===== src/rtl/atm_pkg.sv =====
// Shared definitions for the ATM keypad front-end: key codes, FSM states and
// transaction-type encoding.
package atm_pkg;

    localparam logic [3:0] TECLA_ENTER    = 4'hA;
    localparam logic [3:0] TECLA_BORRAR   = 4'hB;
    localparam logic [3:0] TECLA_CANCELAR = 4'hC;
    localparam logic [3:0] TECLA_DEPOSITO = 4'hD;
    localparam logic [3:0] TECLA_RETIRO   = 4'hE;
    localparam logic [3:0] TECLA_NULA     = 4'hF;

    localparam logic TIPO_DEPOSITO = 1'b0;
    localparam logic TIPO_RETIRO   = 1'b1;

    typedef enum logic [2:0] {
        ST_INACTIVO = 3'd0,
        ST_PIN      = 3'd1,
        ST_TIPO     = 3'd2,
        ST_MONTO    = 3'd3,
        ST_ESPERA   = 3'd4,
        ST_BLOQUEO  = 3'd5
    } estado_t;

    function automatic logic es_digito(input logic [3:0] tecla);
        return (tecla <= 4'd9);
    endfunction

endpackage


===== src/rtl/atm_detector_flanco.sv =====
// Registered rising-edge detector. The previous-value register resets to 1 so
// a level that is already high when reset is released is not seen as an edge.
module atm_detector_flanco (
    input  logic i_clk,
    input  logic i_rst,
    input  logic i_senal,
    output logic o_flanco
);

    logic r_previo;

    always_ff @(posedge i_clk or posedge i_rst) begin
        if (i_rst) begin
            r_previo <= 1'b1;
        end else begin
            r_previo <= i_senal;
        end
    end

    assign o_flanco = i_senal & ~r_previo;

endmodule


===== src/rtl/atm_teclado.sv =====
// Keypad front-end for the ATM controller: turns key edges into PIN digit
// strobes, a transaction type and a committed binary amount.
module atm_teclado
    import atm_pkg::*;
#(
    parameter int PIN_DIGITS   = 4,
    parameter int MONTO_DIGITS = 9
) (
    input  logic        i_clk,
    input  logic        i_rst,
    input  logic [3:0]  i_tecla,
    input  logic        i_tecla_valida,
    input  logic        i_tarjeta_recibida,
    input  logic        i_pin_incorrecto,
    input  logic        i_bloqueo,
    input  logic        i_balance_actualizado,
    input  logic        i_entregar_dinero,
    input  logic        i_fondos_insuficientes,
    output logic [3:0]  o_digito,
    output logic        o_digito_stb,
    output logic        o_tipo_trans,
    output logic [31:0] o_monto,
    output logic        o_monto_stb,
    output logic        o_error_tecla
);

    localparam int PW = $clog2(PIN_DIGITS + 1);
    localparam int MW = $clog2(MONTO_DIGITS + 1);
    localparam logic [PW-1:0] PIN_MAX   = PW'(PIN_DIGITS);
    localparam logic [MW-1:0] MONTO_MAX = MW'(MONTO_DIGITS);

    estado_t       r_estado, w_estado;
    logic [3:0]    r_digito, w_digito;
    logic          r_digito_stb, w_digito_stb;
    logic          r_tipo, w_tipo;
    logic [31:0]   r_monto, w_monto;
    logic          r_monto_stb, w_monto_stb;
    logic          r_error, w_error;
    logic [31:0]   r_acc, w_acc;
    logic [PW-1:0] r_cnt_pin, w_cnt_pin;
    logic [MW-1:0] r_cnt_monto, w_cnt_monto;

    logic          w_flanco_tecla;
    logic          w_flanco_tarjeta;
    logic          w_es_digito;
    logic          w_resultado;
    logic [PW-1:0] w_cnt_pin_inc;

    atm_detector_flanco u_flanco_tecla (
        .i_clk    (i_clk),
        .i_rst    (i_rst),
        .i_senal  (i_tecla_valida),
        .o_flanco (w_flanco_tecla)
    );

    atm_detector_flanco u_flanco_tarjeta (
        .i_clk    (i_clk),
        .i_rst    (i_rst),
        .i_senal  (i_tarjeta_recibida),
        .o_flanco (w_flanco_tarjeta)
    );

    assign w_es_digito   = es_digito(i_tecla);
    assign w_resultado   = i_balance_actualizado | i_entregar_dinero | i_fondos_insuficientes;
    assign w_cnt_pin_inc = r_cnt_pin + PW'(1);

    always_ff @(posedge i_clk or posedge i_rst) begin
        if (i_rst) begin
            r_estado     <= ST_INACTIVO;
            r_digito     <= '0;
            r_digito_stb <= 1'b0;
            r_tipo       <= TIPO_DEPOSITO;
            r_monto      <= '0;
            r_monto_stb  <= 1'b0;
            r_error      <= 1'b0;
            r_acc        <= '0;
            r_cnt_pin    <= '0;
            r_cnt_monto  <= '0;
        end else begin
            r_estado     <= w_estado;
            r_digito     <= w_digito;
            r_digito_stb <= w_digito_stb;
            r_tipo       <= w_tipo;
            r_monto      <= w_monto;
            r_monto_stb  <= w_monto_stb;
            r_error      <= w_error;
            r_acc        <= w_acc;
            r_cnt_pin    <= w_cnt_pin;
            r_cnt_monto  <= w_cnt_monto;
        end
    end

    // Controller events outrank keys; a key edge in the same cycle is consumed silently.
    always_comb begin
        w_estado     = r_estado;
        w_digito     = r_digito;
        w_digito_stb = 1'b0;
        w_tipo       = r_tipo;
        w_monto      = r_monto;
        w_monto_stb  = 1'b0;
        w_error      = 1'b0;
        w_acc        = r_acc;
        w_cnt_pin    = r_cnt_pin;
        w_cnt_monto  = r_cnt_monto;

        if (i_bloqueo && (r_estado != ST_INACTIVO)) begin
            w_estado = ST_BLOQUEO;
        end else if (i_pin_incorrecto &&
                     ((r_estado == ST_TIPO) || (r_estado == ST_MONTO) || (r_estado == ST_ESPERA))) begin
            w_estado    = ST_PIN;
            w_cnt_pin   = '0;
            w_acc       = '0;
            w_cnt_monto = '0;
        end else begin
            case (r_estado)
                ST_INACTIVO: begin
                    if (w_flanco_tarjeta) begin
                        w_estado    = ST_PIN;
                        w_cnt_pin   = '0;
                        w_acc       = '0;
                        w_cnt_monto = '0;
                    end
                end
                ST_PIN: begin
                    if (w_flanco_tecla) begin
                        if (w_es_digito) begin
                            w_digito     = i_tecla;
                            w_digito_stb = 1'b1;
                            w_cnt_pin    = w_cnt_pin_inc;
                            if (w_cnt_pin_inc == PIN_MAX) begin
                                w_estado = ST_TIPO;
                            end
                        end else if (i_tecla == TECLA_CANCELAR) begin
                            w_estado = ST_INACTIVO;
                        end else if (i_tecla != TECLA_NULA) begin
                            w_error = 1'b1;
                        end
                    end
                end
                ST_TIPO: begin
                    if (w_flanco_tecla) begin
                        if (i_tecla == TECLA_DEPOSITO) begin
                            w_tipo   = TIPO_DEPOSITO;
                            w_estado = ST_MONTO;
                        end else if (i_tecla == TECLA_RETIRO) begin
                            w_tipo   = TIPO_RETIRO;
                            w_estado = ST_MONTO;
                        end else if (i_tecla == TECLA_CANCELAR) begin
                            w_estado = ST_INACTIVO;
                        end else if (i_tecla != TECLA_NULA) begin
                            w_error = 1'b1;
                        end
                    end
                end
                ST_MONTO: begin
                    if (w_flanco_tecla) begin
                        if (w_es_digito) begin
                            if (r_cnt_monto == MONTO_MAX) begin
                                w_error = 1'b1;
                            end else begin
                                w_acc       = (r_acc << 3) + (r_acc << 1) + {28'd0, i_tecla};
                                w_cnt_monto = r_cnt_monto + MW'(1);
                            end
                        end else if (i_tecla == TECLA_BORRAR) begin
                            w_acc       = '0;
                            w_cnt_monto = '0;
                        end else if (i_tecla == TECLA_ENTER) begin
                            if (r_cnt_monto != '0) begin
                                w_monto     = r_acc;
                                w_monto_stb = 1'b1;
                                w_estado    = ST_ESPERA;
                            end else begin
                                w_error = 1'b1;
                            end
                        end else if (i_tecla == TECLA_CANCELAR) begin
                            w_estado = ST_INACTIVO;
                        end else if (i_tecla != TECLA_NULA) begin
                            w_error = 1'b1;
                        end
                    end
                end
                ST_ESPERA: begin
                    if (w_resultado) begin
                        w_estado = ST_INACTIVO;
                    end
                end
                ST_BLOQUEO: begin
                    w_estado = ST_BLOQUEO;
                end
                default: begin
                    w_estado = ST_INACTIVO;
                end
            endcase
        end
    end

    assign o_digito      = r_digito;
    assign o_digito_stb  = r_digito_stb;
    assign o_tipo_trans  = r_tipo;
    assign o_monto       = r_monto;
    assign o_monto_stb   = r_monto_stb;
    assign o_error_tecla = r_error;

endmodule

===== config.mk =====
export PLATFORM = sky130hd
export DESIGN_NAME = atm_teclado
export DESIGN_NICKNAME = d
export VERILOG_FILES = /design/src/rtl/atm_pkg.sv /design/src/rtl/atm_detector_flanco.sv /design/src/rtl/atm_teclado.sv
export SDC_FILE = /design/constraint.sdc
export NUM_CORES = 1
export LEC_CHECK = 0
export ABC_AREA = 1
export ABC_CLOCK_PERIOD_IN_PS = 3300
export BUFFER_PORTS_ARGS = -buffer_cell sky130_fd_sc_hd__buf_4
export CAP_MARGIN = 20
export CORE_MARGIN = 8
export CORE_UTILIZATION = 45
export CTS_CLUSTER_DIAMETER = 150
export DETAILED_ROUTE_END_ITERATION = 10
export PLACE_DENSITY = 0.72
export SETUP_SLACK_MARGIN = 0.05
export SLEW_MARGIN = 25
export SYNTH_ARGS = -nofsm -noshare
export SYNTH_HDL_FRONTEND = slang
export SYNTH_SLANG_ARGS = --single-unit

===== constraint.sdc =====
create_clock -name i_clk -period 3.3 [get_ports i_clk]
set_input_delay 0.66 -clock i_clk [delete_from_list [all_inputs] [get_ports i_clk]]
set_output_delay 0.66 -clock i_clk [all_outputs]
set_load 0.02 [all_outputs]

# Word level (Yosys, flattened, before mapping)
# Cells that the tools add are included.
dict set report op_classes {
  add_sub_neg 4
  n_lt_le_gt_ge 1
  n_eq_ne 28
  n_mux 67
  bitwise_logic 10
  reduce_logical 16
}
# op n
set op_table {}
lappend op_table {{32-bit two-way mux} 6}
lappend op_table {{32-bit case mux with 2 select lines} 1}
lappend op_table {{3-bit two-way mux} 20}
lappend op_table {{32-bit adder} 1}
lappend op_table {{32-bit by 4-bit adder with 32-bit output} 1}
lappend op_table {{1-bit two-way mux} 30}
lappend op_table {{4-bit equality test, second input constant} 6}
lappend op_table {{4-bit two-way mux} 6}
lappend op_table {{3-bit case mux with 6 select lines} 1}
lappend op_table {{4-bit by 3-bit != test with 1-bit output, second input constant} 4}
lappend op_table {{5-bit AND reduction} 3}
lappend op_table {{4-bit by 2-bit != test with 1-bit output, second input constant} 3}
lappend op_table {{4-bit != test, second input constant} 3}
lappend op_table {{3-bit equality test, second input constant} 3}
lappend op_table {{9-bit AND reduction} 1}
lappend op_table {{3-bit nonzero test} 3}
lappend op_table {{4-bit case mux with 2 select lines} 1}
lappend op_table {{8-bit AND reduction} 1}
lappend op_table {{3-bit by 2-bit equality test with 1-bit output, second input constant} 2}
lappend op_table {{3-bit by 2-bit != test with 1-bit output, second input constant} 2}
lappend op_table {{1-bit NOT} 6}
lappend op_table {{3-bit case mux with 2 select lines} 1}
lappend op_table {{6-bit AND reduction} 1}
lappend op_table {{5-bit by 4-bit != test with 1-bit output, second input constant} 1}
lappend op_table {{other kinds (15)} 19}
dict set report word_totals {
  reg_bits 84
  wordCells 138
}

# Depth between registers and ports, before layout
dict set report depth {
  depth_word 10
  depth_mapped 15
}

# Modules after synthesis
# Synthesis repeated with hierarchy kept, for this count alone.
dict set report unflattened {
  cells_unflattened 901
  hier_area_um2 6184.7
}
# module n_inst cells_each area_per_inst_um2
set modules_own_cells {}
lappend modules_own_cells {atm_teclado 1 893 6104.6}
lappend modules_own_cells {atm_detector_flanco 2 4 40.0}

# Worst setup path after synthesis
# Ideal clock, no wire load.
dict set report synth_timing {
  kind {input -> register}
  start {input i_tecla[3]}
  end {register r_acc[18]}
  arrival_time_ps 2454
  t_required_ps 3168
  setup_slack_ps 714
  path_stages 14
  path_buffers 0
  path_cell_list {inv_2 > fa_1 > inv_1 > fa_1 > nand3_1 > nand3_1 > nand2_1 > nand3_1 > nand2_1 > nand2_1 > nand2_1 > nand2_1 > nand2_1 > o21ai_0}
}
dict set report synth_between {
  elab_chain_len 6
  elab_cells_between_ends 11
}
# element line
set synth_lines {}
lappend synth_lines {{start: declaration} atm_teclado.sv:11} ;# input logic [3:0] i_tecla,
lappend synth_lines {{32-bit by 4-bit adder with 32-bit output} atm_teclado.sv:161} ;# w_acc = (r_acc << 3) + (r_acc << 1) + {28'd0, i_tecla};
lappend synth_lines {{32-bit two-way mux} atm_teclado.sv:158} ;# if (r_cnt_monto == MONTO_MAX) begin
lappend synth_lines {{32-bit two-way mux} atm_teclado.sv:157} ;# if (w_es_digito) begin
lappend synth_lines {{32-bit two-way mux} atm_teclado.sv:156} ;# if (w_flanco_tecla) begin
lappend synth_lines {{32-bit case mux with 2 select lines} atm_teclado.sv:115} ;# case (r_estado)
lappend synth_lines {{32-bit two-way mux} atm_teclado.sv:108} ;# end else if (i_pin_incorrecto &&
lappend synth_lines {{end signal: assignment} atm_teclado.sv:87} ;# r_acc <= w_acc;
lappend synth_lines {{end: declaration} atm_teclado.sv:39} ;# logic [31:0] r_acc, w_acc;
# Several ways; a longest one is shown, not always the timed one. The select of a mux whose other input is x is not followed.
# A chain may end at the register's enable or synchronous reset.

# Worst setup path after layout
dict set report layout_timing {
  start {input i_tecla[3]}
  end {register r_acc[30]}
}
# Same word-level chain as after synthesis.

==> summary.md <==
| Metric | Value |
|---|---|
| Status | `finished clean` |
| Core area | `roughly 14000 um^2` |
| Most used cell along the critical path | `nand3_1` |
| Dpl cells | `approximately 1100` |
| Slew margin rel. | `0.501` |
| Sw frac | `0.298` |
| Critical Path Source Type | `input port` |
| Die Y | `around 130 um` |
| R2R cell count | `12` |
| CTS tree | `yes` |
| Total power | `about 2600 uW` |
| Initial DRC count | `between 400 and 500` |
| DRT Wirelength | `between 15000 and 20000 um` |
| Max Cap Viol | `0` |
| Post-synth top area share | `0.328` |
| Setup CP Type | `in2reg` |
| Ant. Diodes | `0` |
| Sequential area share after synthesis | `0.337` |
| Syn nets | `just under 1000` |
| Reg2reg start | `r_acc[2]` |
| Initial antenna violation count | `0` |
| Crit-path max FO | `5` |
| # resized after CTS | `0` |
| CP required | `3.55 ns` |
| Crit-path max cell delay | `0.54 ns` |
| RSZ-0062 raised after global routing | `false` |
| Leakage | `around 0.0043 uW` |
| FILL cells | `~1400` |
| Hold Crit Class | `in2async` |
| Number of global-route vias before repair | `about 5600` |
| First-pass GRT wire length | `between 20000 and 30000 um` |
| Worst Skew | `roughly 0.0089 ns` |
| Actual slew at the worst max-slew pin | `roughly 0.75 ns` |
| Vias per inst | `4.94` |
| CTS Buffer Depth | `2` |
| Top post-synthesis cells by area | `dfrtp_1 33%, nand2_1 21%, ha_1 13%, inv_1 8.5%, nand3_1 4.3%` |
| Count of pins over their slew limit | `0` |
| Worst-path cell chain | `buf_4 > inv_2 > fa_1 > inv_1 > fa_1 > nand3_1 > nand3_1 > nand3_1 > nand3b_1 > nand2_1 > nand3_1 > nand3_2 > nand2_1` |
| Fmax | `about 380 MHz` |
| P&R area growth vs syn | `14.3%` |
| Post-Layout Cell Count | `around 1100` |
| Largest net degree at the start of global routing | `52` |
| Final worst path period need | `around 2.6 ns` |
| Warning count from the yosys run | `0` |
| GRT overflow | `0` |
| Layout cells sized above 1 | `0.104` |
| Seq pwr share | `0.431` |
| Hold buffers post-CTS | `0` |
| Placer's final routability congestion estimate | `just over 0.9` |
| CTS Buf Count | `9` |
| Logic pwr share | `0.169` |
| Arr. time, crit path | `between 2 and 3 ns` |
| Vias | `approximately 5600` |
| Final Hold Vio Count | `0` |
| Synth cell types | `37` |
| Crit. End Element | `flop` |
| DP Wirelength | `12300 um` |
| PD cells | `~360 nW/um^2` |
| Clk slew on worst S/H paths | `about 0.070 ns` |
| Critical path's top delay family | `adder cells` |
| FP Rows | `43` |
| Mapped Cells | `903` |
| WL/cell | `roughly 14 um` |
| Final setup viols | `0` |
| Commonest cells after routing, fill and taps aside | `351 x nand2_1, 141 x inv_1, 82 x dfrtp_1` |
| Design Area, Final | `7140 um^2` |
| Residual DRC | `0` |
| Period utilization | `0.792` |
| Critical path's slowest cell | `fa_1` |
| Reg area | `2100 um^2` |
| Leading cell type in the layout, fill and taps excluded | `nand2_1` |
| Area post-placement | `just under 7000 um^2` |
| Worst-Skew Late Latency | `between 0.3 and 0.4 ns` |
| # IOs | `53` |
| Flop2flop setup slack | `around 0.74 ns` |
| Yosys top cell by area | `dfrtp_1` |
| Remaining antenna violation count | `0` |
| Drt first pass iters | `5` |
| Number of port buffers | `52` |
| Clk pwr share | `0.400` |
| Area occupied by multi-input gates | `roughly 3500 um^2` |
| Nets | `about 1000` |
| Avg Cell Area, Syn | `roughly 6.9 um^2` |
| Sink Count | `84` |
| Die area | `17900 um^2` |
| Root Buffer | `clkbuf_16` |
| Psw | `768 uW` |
| Post-synthesis register bit count | `84` |
| R2r endpoint | `r_acc[30]` |
| Worst IR drop on VDD | `approximately 0.24 mV` |
| Starting Density | `0.455` |
| Syn Std Cell Area | `approximately 6200 um^2` |
| H-tree depth | `3` |
| Setup TNS | `0 ns` |
| Die X | `~130 um` |
| Final Core Density | `0.520` |
| Total track usage | `0.184` |
| Int Power | `between 1500 and 2000 uW` |
| Post-CTS Setup Bufs | `0` |
| Buffers and inverters on the worst path | `3` |
-- area by class of cell --
class / count / share of cell area
Multi-Input combinational cell: 662 / 0.494
Sequential cell: 84 / 0.295
Inverter: 145 / 0.0764
Timing Repair Buffer: 56 / 0.0624
Clock buffer: 10 / 0.0335
Tap cell: 180 / 0.0316
Clock inverter: 5 / 0.00736
-- per-stage QoR --
step	hold slack, ns	setup slack (ns)
after floorplan	0.442	0.478
after global placement	0.467	0.387
after detailed placement	0.467	0.327
after CTS	0.408	0.700
after global routing	0.408	0.522
final	0.421	0.686
-- cell usage after synthesis --
library cell  number
a211oi_1           1
a21o_1             1
a21oi_1           17
a22o_1             2
and2_1             2
and2_2             1
and3_1             1
buf_2              4
buf_6              3
clkbuf_1           5
dfrtp_1           82
dfstp_2            2
fa_1               2
ha_1              63
inv_1            142
inv_2              3
mux2_2             1
nand2_1          351
nand2_2            4
nand3_1           54
nand3_2            9
nand3b_1           6
nand4_1           10
nand4_2            2
nor2_1            51
nor2_2             3
nor2_4             1
nor3_1             6
nor3_4             1
o2111ai_1          1
o211ai_1           1
o21ai_0           37
o21ai_1           15
o21ai_2            1
o21bai_1           1
or3_1              1
xor2_1            16
-- logic make-up after synthesis --
family	synth area share
DFF	0.337
xor gates and xnor gates	0.0224
muxes	0.00180
and+or+nand+nor	0.342
adders and majority gates	0.133
buffers and inverters	0.0987
AOI/OAI and AO/OA	0.0657
-- sequential cells by signal (all words and copies together) (netlist names) --
| register | flops |
|---|---|
| u_flanco_tecla.r_previo | 1 |
| o_monto | 32 |
| r_cnt_monto | 4 |
| u_flanco_tarjeta.r_previo | 1 |
| o_error_tecla | 1 |
| o_digito | 4 |
| o_monto_stb | 1 |
| r_acc | 32 |
| o_tipo_trans | 1 |
| r_cnt_pin | 3 |
| o_digito_stb | 1 |
| r_estado | 3 |
-- worst max-delay path by stage --
| stage | start | end | slack, ns | cells after the start |
|---|---|---|---|---|
| CTS | i_tecla[3] | r_acc[18] | 0.70 | 15 |
| global placement | i_tecla[3] | r_acc[30] | 0.39 | 13 |
| detailed placement | i_tecla[3] | r_acc[18] | 0.33 | 15 |
| floorplan | i_rst | o_digito[0] | 0.48 | 1 |
| finish | i_tecla[3] | r_acc[30] | 0.69 | 13 |
| global route | r_acc[0] | r_acc[26] | 0.52 | 13 |
-- power by group through the flow --
stage          clock [uW]  sequential (uW)  combinational (uW)
2_1_floorplan           0             1150                 268
3_3_place_gp            0             1130                 434
3_5_place_dp            0             1130                 436
4_1_cts              1050             1110                 436
5_1_grt              1100             1120                 486
6_report             1030             1110                 435
-- metal layers --
layer,track usage,up-vias,wire length (um)
li1,-,2942,-
met1,0.232,2574,7340
met2,0.305,108,7400
met3,0.0381,22,687
met4,0.0630,0,273
met5,0,-,0
(Power assumes the default switching activity.)
